**src/rtl/xconv_seq.sv**
```systemverilog
// xconv_seq: ctr-bus master that steps through the output positions of a chained
// xversat convolution. For each position it writes the stage addresses, triggers RUN_DONE and polls it.
module xconv_seq #(
  parameter int DATA_W     = 32,
  parameter int CTR_ADDR_W = 10,
  parameter int NSTAGE_W   = 3,
  parameter int DIM_W      = 8,
  parameter logic [CTR_ADDR_W-1:0] IN_START_ADDR  = 10'd20,
  parameter logic [CTR_ADDR_W-1:0] OUT_START_ADDR = 10'd36,
  parameter logic [CTR_ADDR_W-1:0] RUN_DONE_ADDR  = 10'h3FF
) (
  input  logic                  i_clk,
  input  logic                  i_rst,
  input  logic                  i_start,
  input  logic [DIM_W-1:0]      i_out_rows,
  input  logic [DIM_W-1:0]      i_out_cols,
  input  logic [DIM_W-1:0]      i_in_stride,
  input  logic [NSTAGE_W:0]     i_n_stages,
  input  logic [15:0]           i_poll_max,
  output logic                  o_busy,
  output logic                  o_done,
  output logic                  o_err,
  output logic                  o_ctr_valid,
  output logic                  o_ctr_we,
  output logic [CTR_ADDR_W-1:0] o_ctr_addr,
  output logic [DATA_W-1:0]     o_ctr_data_in,
  input  logic [DATA_W-1:0]     i_ctr_data_out
);

  localparam int SH = CTR_ADDR_W - NSTAGE_W;
  localparam int IW = 2 * DIM_W;
  localparam logic [NSTAGE_W:0] ONE_ST  = {{NSTAGE_W{1'b0}}, 1'b1};
  localparam logic [DIM_W-1:0]  ONE_DIM = {{(DIM_W-1){1'b0}}, 1'b1};
  localparam logic [IW-1:0]     ONE_IDX = {{(IW-1){1'b0}}, 1'b1};
  localparam logic [DATA_W-1:0] ONE_DAT = {{(DATA_W-1){1'b0}}, 1'b1};

  typedef enum logic [2:0] {
    S_IDLE   = 3'd0,
    S_WR_IN  = 3'd1,
    S_WR_OUT = 3'd2,
    S_WR_RUN = 3'd3,
    S_POLL   = 3'd4,
    S_FIN    = 3'd5
  } state_t;

  state_t                r_state, w_state;
  logic                  r_gap, w_gap;
  logic [NSTAGE_W:0]     r_stage, w_stage;
  logic [DIM_W-1:0]      r_row, w_row, r_col, w_col;
  logic [IW-1:0]         r_in_idx, w_in_idx, r_row_base, w_row_base, r_out_idx, w_out_idx;
  logic [15:0]           r_poll_cnt, w_poll_cnt;
  logic [DIM_W-1:0]      r_rows, w_rows, r_cols, w_cols, r_stride, w_stride;
  logic [NSTAGE_W:0]     r_nst, w_nst;
  logic [15:0]           r_pmax, w_pmax;
  logic                  r_busy, w_busy, r_done, w_done, r_err, w_err;
  logic                  r_valid, w_valid, r_we, w_we;
  logic [CTR_ADDR_W-1:0] r_addr, w_addr;
  logic [DATA_W-1:0]     r_data, w_data;

  function automatic logic [CTR_ADDR_W-1:0] stage_base(input logic [NSTAGE_W:0] s);
    stage_base = {s[NSTAGE_W-1:0], {SH{1'b0}}};
  endfunction

  // Next-state, counter and bus-request logic; r_gap marks the idle cycle after each access
  always_comb begin
    w_state    = r_state;
    w_gap      = r_gap;
    w_stage    = r_stage;
    w_row      = r_row;
    w_col      = r_col;
    w_in_idx   = r_in_idx;
    w_row_base = r_row_base;
    w_out_idx  = r_out_idx;
    w_poll_cnt = r_poll_cnt;
    w_rows     = r_rows;
    w_cols     = r_cols;
    w_stride   = r_stride;
    w_nst      = r_nst;
    w_pmax     = r_pmax;
    w_busy     = r_busy;
    w_err      = r_err;
    w_done     = 1'b0;
    w_valid    = 1'b0;
    w_we       = 1'b0;
    w_addr     = {CTR_ADDR_W{1'b0}};
    w_data     = {DATA_W{1'b0}};

    case (r_state)
      S_IDLE: begin
        if (i_start) begin
          w_rows     = i_out_rows;
          w_cols     = i_out_cols;
          w_stride   = i_in_stride;
          w_nst      = i_n_stages;
          w_pmax     = i_poll_max;
          w_err      = 1'b0;
          w_busy     = 1'b1;
          w_stage    = {(NSTAGE_W+1){1'b0}};
          w_row      = {DIM_W{1'b0}};
          w_col      = {DIM_W{1'b0}};
          w_in_idx   = {IW{1'b0}};
          w_row_base = {IW{1'b0}};
          w_out_idx  = {IW{1'b0}};
          w_poll_cnt = 16'd0;
          w_gap      = 1'b0;
          if ((i_out_rows == {DIM_W{1'b0}}) || (i_out_cols == {DIM_W{1'b0}})) begin
            w_state = S_FIN;
          end else begin
            // First access goes out straight from the start edge
            w_state = S_WR_IN;
            w_valid = 1'b1;
            w_we    = 1'b1;
            w_addr  = IN_START_ADDR;
          end
        end else begin
          w_busy = 1'b0;
        end
      end

      S_FIN: begin
        w_state = S_IDLE;
        w_busy  = 1'b0;
        w_done  = 1'b1;
      end

      S_WR_IN, S_WR_OUT, S_WR_RUN, S_POLL: begin
        if (r_gap) begin
          w_gap   = 1'b0;
          w_valid = 1'b1;
          case (r_state)
            S_WR_IN: begin
              w_we   = 1'b1;
              w_addr = stage_base(r_stage) + IN_START_ADDR;
              w_data = DATA_W'(r_in_idx);
            end
            S_WR_OUT: begin
              w_we   = 1'b1;
              w_addr = stage_base(r_nst - ONE_ST) + OUT_START_ADDR;
              w_data = DATA_W'(r_out_idx);
            end
            S_WR_RUN: begin
              w_we   = 1'b1;
              w_addr = RUN_DONE_ADDR;
              w_data = ONE_DAT;
            end
            default: begin
              w_addr = RUN_DONE_ADDR;
            end
          endcase
        end else begin
          w_gap = 1'b1;
          case (r_state)
            S_WR_IN: begin
              if ((r_stage + ONE_ST) < r_nst) begin
                w_stage = r_stage + ONE_ST;
              end else begin
                w_state = S_WR_OUT;
              end
            end
            S_WR_OUT: w_state = S_WR_RUN;
            S_WR_RUN: begin
              w_state    = S_POLL;
              w_poll_cnt = 16'd0;
            end
            default: begin
              // Read data is valid on the edge that closes the poll access
              if (i_ctr_data_out != {DATA_W{1'b0}}) begin
                w_stage    = {(NSTAGE_W+1){1'b0}};
                w_poll_cnt = 16'd0;
                w_out_idx  = r_out_idx + ONE_IDX;
                if ((r_col + ONE_DIM) < r_cols) begin
                  w_col    = r_col + ONE_DIM;
                  w_in_idx = r_in_idx + ONE_IDX;
                  w_state  = S_WR_IN;
                end else begin
                  w_col      = {DIM_W{1'b0}};
                  w_row      = r_row + ONE_DIM;
                  w_row_base = r_row_base + IW'(r_stride);
                  w_in_idx   = r_row_base + IW'(r_stride);
                  if ((r_row + ONE_DIM) == r_rows) begin
                    w_state = S_FIN;
                  end else begin
                    w_state = S_WR_IN;
                  end
                end
              end else if ((r_pmax != 16'd0) && ((r_poll_cnt + 16'd1) == r_pmax)) begin
                w_err   = 1'b1;
                w_state = S_FIN;
              end else begin
                w_poll_cnt = r_poll_cnt + 16'd1;
              end
            end
          endcase
        end
      end

      default: begin
        w_state = S_IDLE;
        w_busy  = 1'b0;
      end
    endcase
  end

  // State, counter, configuration and output registers
  always_ff @(posedge i_clk) begin
    if (i_rst) begin
      r_state    <= S_IDLE;
      r_gap      <= 1'b0;
      r_stage    <= {(NSTAGE_W+1){1'b0}};
      r_row      <= {DIM_W{1'b0}};
      r_col      <= {DIM_W{1'b0}};
      r_in_idx   <= {IW{1'b0}};
      r_row_base <= {IW{1'b0}};
      r_out_idx  <= {IW{1'b0}};
      r_poll_cnt <= 16'd0;
      r_rows     <= {DIM_W{1'b0}};
      r_cols     <= {DIM_W{1'b0}};
      r_stride   <= {DIM_W{1'b0}};
      r_nst      <= {(NSTAGE_W+1){1'b0}};
      r_pmax     <= 16'd0;
      r_busy     <= 1'b0;
      r_done     <= 1'b0;
      r_err      <= 1'b0;
      r_valid    <= 1'b0;
      r_we       <= 1'b0;
      r_addr     <= {CTR_ADDR_W{1'b0}};
      r_data     <= {DATA_W{1'b0}};
    end else begin
      r_state    <= w_state;
      r_gap      <= w_gap;
      r_stage    <= w_stage;
      r_row      <= w_row;
      r_col      <= w_col;
      r_in_idx   <= w_in_idx;
      r_row_base <= w_row_base;
      r_out_idx  <= w_out_idx;
      r_poll_cnt <= w_poll_cnt;
      r_rows     <= w_rows;
      r_cols     <= w_cols;
      r_stride   <= w_stride;
      r_nst      <= w_nst;
      r_pmax     <= w_pmax;
      r_busy     <= w_busy;
      r_done     <= w_done;
      r_err      <= w_err;
      r_valid    <= w_valid;
      r_we       <= w_we;
      r_addr     <= w_addr;
      r_data     <= w_data;
    end
  end

  assign o_busy        = r_busy;
  assign o_done        = r_done;
  assign o_err         = r_err;
  assign o_ctr_valid   = r_valid;
  assign o_ctr_we      = r_we;
  assign o_ctr_addr    = r_addr;
  assign o_ctr_data_in = r_data;

endmodule

```
**config.mk**
```make
export PLATFORM = sky130hd
export DESIGN_NAME = xconv_seq
export DESIGN_NICKNAME = d
export VERILOG_FILES = /design/src/rtl/xconv_seq.sv
export SDC_FILE = /design/constraint.sdc
export NUM_CORES = 1
export LEC_CHECK = 0
export CAP_MARGIN = 20
export CELL_PAD_IN_SITES_DETAIL_PLACEMENT = 1
export CELL_PAD_IN_SITES_GLOBAL_PLACEMENT = 2
export CORE_UTILIZATION = 26
export DETAILED_ROUTE_END_ITERATION = 10
export DONT_BUFFER_PORTS = 1
export PLACE_DENSITY = 0.58
export SLEW_MARGIN = 20
export SYNTH_ARGS = -nofsm -noshare
export SYNTH_HDL_FRONTEND = slang
export SYNTH_SLANG_ARGS = --single-unit
export TNS_END_PERCENT = 5
```
**constraint.sdc**
```tcl
create_clock -name i_clk -period 3.4 [get_ports i_clk]
set_clock_uncertainty 0.1 [all_clocks]
set_input_delay 0.68 -clock i_clk [delete_from_list [all_inputs] [get_ports i_clk]]
set_output_delay 0.68 -clock i_clk [all_outputs]
set_load 0.005 [all_outputs]
```
# --- Yosys cells after proc, flatten, opt, wreduce, memory -nomap -nowiden ---
# Cells that the tools add are included.
# Widths: inputs -> output; s select.
totals:
  reg_bits: 179
  latchBits: 0
  ramBits: 0
  romBits: 0
  inputBits: 79
  out_inout_bits: 47
  wordCells: 148
  mem_count: 0
op_classes:
  add_sub_neg: 10
  mul: 0
  n_div: 0
  order_cmp: 2
  eq_ne: 21
  shift: 0
  muxes: 71
  n_bitwise: 2
  reduce_logical: 21
ops:
  columns: ["op", "count"]
  rows:
  - ["$mux 16", 15]
  - ["$pmux 16 s2", 5]
  - ["$mux 8", 9]
  - ["$add 16x1->16 const B", 3]
  - ["$pmux 16 s3", 1]
  - ["$pmux 10 s2", 2]
  - ["$pmux 8 s2", 2]
  - ["$reduce_bool 32->1", 1]
  - ["$mux 3", 8]
  - ["$ne 2x2->1 const B", 9]
  - ["$reduce_and 6->1", 3]
  - ["$add 16x8->16", 1]
  - ["$add 8x1->8 const B", 2]
  - ["$eq 16x16->1", 1]
  - ["$logic_not 8->1", 2]
  - ["$mux 4", 4]
  - ["$pmux 4 s2", 2]
  - ["$reduce_bool 16->1", 1]
  - ["$mux 1", 13]
  - ["$add 10x5->10 const B", 1]
  - ["$add 10x6->10 const B", 1]
  - ["$mux 10", 1]
  - ["$mux 5", 2]
  - ["$pmux 1 s2", 5]
  - ["24 further kinds", 33]

# --- Depth between registers and ports, before layout ---
depth:
  depth_word: 8
  ltp_mapped: 14
  ltp_nobuf: 12

# --- Worst setup path before layout ---
# No wires, ideal clock.
synth_path:
  kind: "register to register"
  startpoint: "register r_poll_cnt[0]"
  endpoint: "register r_poll_cnt[5]"
  setup_time_ps: 79
  arrival_ps: 2980
  required_time_ps: 3221
  path_slack_ps: 241
  path_stages_with_launch: 11
  path_buffers: 2
  synth_period_minus_slack_ps: 3159
  cell_sequence: "dfxtp_1 ha_1 buf_2 nand3_1 nor4_1 xor2_1 a2111o_1 or4_1 o41a_1 buf_6 o211ai_1"
synth_between:
  elab_chain_len: 6
  word_cells_on_any_way: 10
  cone_classes: "add/sub: 1; eq/ne: 2; mux: 5; reduce/logical: 2"
synth_lines:
  columns: ["element", "line", "source"]
  rows:
  - ["start: declaration", "51", "logic [15:0] r_poll_cnt, w_poll_cnt;"]
  - ["start signal: assignment", "237", "r_poll_cnt <= w_poll_cnt;"]
  - ["$add 16x1->16 *", "186, 190", null]
  - ["branches (longest 5 deep; another with $eq 16x16->1)", null, null]
# Every way passes the cells marked *. The select of a mux whose other input is x is not followed.
# A chain may end at the register's enable or synchronous reset.

# --- Worst setup path in the final report ---
layout_path:
  startpoint: "register r_poll_cnt[2]"
  endpoint: "register r_poll_cnt[9]"
# The elaborated chain is that of the path after synthesis.

==> metrics.txt <==
CTS max path bufs 2; Reg2Reg Setup Slack 220 ps; Post-route DRC 0; clock latency on the worst-skew pair 440 ps; pin count of the biggest net entering global routing 108; detailed-placement wirelength estimate 19,300 um; sw power 0.00262 W; Power Total 0.00672 W; Max Slew Vio Count 0; row cnt 65; hold path startpoint i_rst; Top delay family on crit path simple AND/OR/NAND/NOR gates; most frequent cells in the layout 159 x dfxtp_1, 140 x nand2_1, 94 x a21oi_1; warnings from Yosys 0; Hold EP r_pmax[12]$_SDFFE_PP0P_; Max Freq 314 MHz; Seq cells post-synth 159; Crit. End Element register; DR pass1 iterations 5; max_cap viols 0; fin util 30.0%; Post-DRT Antenna Nets 0; Gate Count Post-Synth 1,052; Crit-path slowest cell dfxtp_1; Root Buffer clkbuf_16; Die Y 182 um; wire per inst 18.3 um; Worst R2R End r_poll_cnt[9]$_SDFFE_PP0P_; Setup Fix Bufs, Post-CTS 0; Tot GR Track Use 16.6%; Initial Util 26.5%; Ports 126; Slew @ Worst Pin 798 ps; Crit path largest cell delay 580 ps; Post-synth ARST share 0%; clock tree from TritonCTS built; register area share after synthesis 37.9%; WP data required 3670 ps; Critical Path Fanout Max 15; Post-synth EDFFs 0; outcome complete, no violations; Sequential Area 3180 um^2; R2R Path Start r_poll_cnt[2]$_SDFFE_PP0P_; syn_area_per_cell 7.97 um^2; CP Launch Type register; Tcrit/Tclk final 93.7%; Iteration-0 DRC Markers 358; Sink Count 159; RSZ-0062 raised after global routing no; Leak 3.38 nW; Critical Path AT 3450 ps; Hold Crit Depth 1; Core Area 31,600 um^2; Clock transition at path regs 70 ps; fin worst setup slack 215 ps; share of layout cells above drive strength 1 7.87%; H-tree levels 4; Ant. Diodes 0; worst hold path class input port to register; setup TNS 0 ps; Max-slew headroom 46.6%; Num CTS Buffers 17; PwrDens 708 nW/um^2; Port Buf Inserts 0; peak supply drop 0.000543 V; Post-layout nets 1,148; pre-CTS setup slack 160 ps; Die Wd 182 um; area of the multi-input gates 4790 um^2; critical path, cell by cell nand4_4 -> or2_1 -> mux2i_1 -> a2111o_1 -> or4_1 -> o41a_1 -> buf_4 -> a31oi_1; GPL Wtd Cong 0.776; critical path class register to register; Logic pwr share 34.5%; Die Area 33,000 um^2; vias in the first global route 7,567; Synth Cell Area 8390 um^2; area grow syn2layout 13.1%; # setup viols final 0; vias per std cell 5.10; total global routing overflow 0; R2R depth 8; Buf+Inv Stages, Crit Path 1; Int Pwr 0.00410 W; fillers 3,699; Seq pwr share 33.6%; detailed-route via count 7,430; Distinct cells, synth 70; initial antenna violation count 0; Sw Share 39.0%; DRT Wirelength 26,700 um; most common cell after layout, fill and taps aside dfxtp_1; Final Hold Fails 0; top_reg_cell synth dfxtp_1; first-pass GRT wire length 42,700 um; clock share of power 31.9%; minimum period implied by the final worst setup slack 3180 ps
==> cell usage after synthesis (5+ instances only) <==
master	n	area (um^2)
a211oi_1	5	37.5
a21oi_1	94	470
a22oi_1	29	218
a31oi_1	34	213
and3_1	21	131
and4_1	8	70.1
buf_2	7	35.0
buf_4	21	158
clkbuf_1	47	176
dfxtp_1	159	3180
ha_1	25	313
inv_1	26	97.6
nand2_1	140	526
nand2b_1	11	68.8
nand3_1	40	200
nand3b_1	15	113
nand4_1	14	87.6
nor2_1	87	327
nor2b_1	10	62.6
nor3_1	28	140
nor4_1	21	131
o21a_1	11	82.6
o21ai_0	41	205
or4_1	6	45.0
xnor2_1	35	307
xor2_1	34	298
==> layout make-up <==
type                       instances  share of cell area, %
timing repair buffer              36                   2.85
sequential                       159                   33.6
inverter                          27                   1.07
tap                              402                   5.30
clock inverter                    13                   2.23
multi-input combinational        802                   50.5
clock buffer                      18                   4.52
==> state kept, by name (all words and copies together), names as in the netlist, 3 cells and up <==
| register | cells |
|---|---|
| r_stride | 8 |
| r_col | 8 |
| r_nst | 4 |
| o_ctr_addr | 7 |
| r_row | 8 |
| r_stage | 4 |
| r_out_idx | 16 |
| r_row_base | 16 |
| r_pmax | 16 |
| r_in_idx | 16 |
| o_ctr_data_in | 16 |
| r_rows | 8 |
| r_poll_cnt | 16 |
| r_state | 3 |
| r_cols | 8 |
==> logic make-up after synthesis <==
family                     after synthesis  synth area share, %
adders and majority gates               26                 3.97
DFF                                    159                 37.9
xor gates and xnor gates                69                 7.20
and+or+nand+nor                        425                 25.0
other                                    1               0.0447
AOI/OAI and AO/OA                      263                 19.5
buffers and inverters                  106                 5.97
muxes                                    3                0.373
==> worst max path at each step <==
stage               depth (start not counted)  slack, ps                           to                        from
global placement                            8        270   r_poll_cnt[8]$_SDFFE_PP0P_  r_poll_cnt[4]$_SDFFE_PP0P_
global route                                8         40  r_poll_cnt[15]$_SDFFE_PP0P_  r_poll_cnt[2]$_SDFFE_PP0P_
finish                                      8        220   r_poll_cnt[9]$_SDFFE_PP0P_  r_poll_cnt[2]$_SDFFE_PP0P_
CTS                                         9        140   r_poll_cnt[2]$_SDFFE_PP0P_  r_poll_cnt[0]$_SDFFE_PP0P_
floorplan                                  10        240   r_poll_cnt[5]$_SDFFE_PP0P_  r_poll_cnt[0]$_SDFFE_PP0P_
detailed placement                          9        160   r_poll_cnt[2]$_SDFFE_PP0P_  r_poll_cnt[0]$_SDFFE_PP0P_
==> metal layers <==
| metal | GRT usage [%] | vias to the layer above | wire (um) |
|---|---|---|---|
| met1 | 24.1 | 3592 | 14100 |
| met2 | 24.7 | 128 | 11300 |
| met4 | 4.88 | 0 | 267 |
| li1 | - | 3693 | - |
| met3 | 3.21 | 17 | 968 |
| met5 | 0 | - | 0 |
==> worst reg2reg max path, cell delays in order, from the launching register on <==
cell and delay (ps):
dfxtp_1 580, nand4_4 250, or2_1 360, mux2i_1 190, a2111o_1 360, or4_1 500, o41a_1 380, buf_4 210
a31oi_1 190
==> metrics by stage <==
stage | hold WS (ps) | instance area [um^2] | instances
after floorplan | 336 | 8450 | 1067
after global placement | 343 | 8840 | 1426
after detailed placement | 348 | 8840 | 1426
after CTS | 176 | 9480 | 1457
after global routing | 178 | 9490 | 1457
final | 206 | 9490 | 1457
==> power by group through the flow <==
stage	Combinational (W)	Clock (W)	Sequential [W]
final	0.00232	0.00214	0.00226
after floorplan	0.00161	0	0.00220
after CTS	0.00236	0.00221	0.00226
after global placement	0.00234	0	0.00230
after global routing	0.00258	0.00229	0.00230
after detailed placement	0.00235	0	0.00230
==> repair_timing <==
| item | 4_1_cts | 5_1_grt |
|---|---|---|
| resized for setup | 0 | 1 |
| endpoints found under the setup margin | 0 | 11 |
| hold buffers | 0 | 0 |
Power figures use the tool's default switching activity.
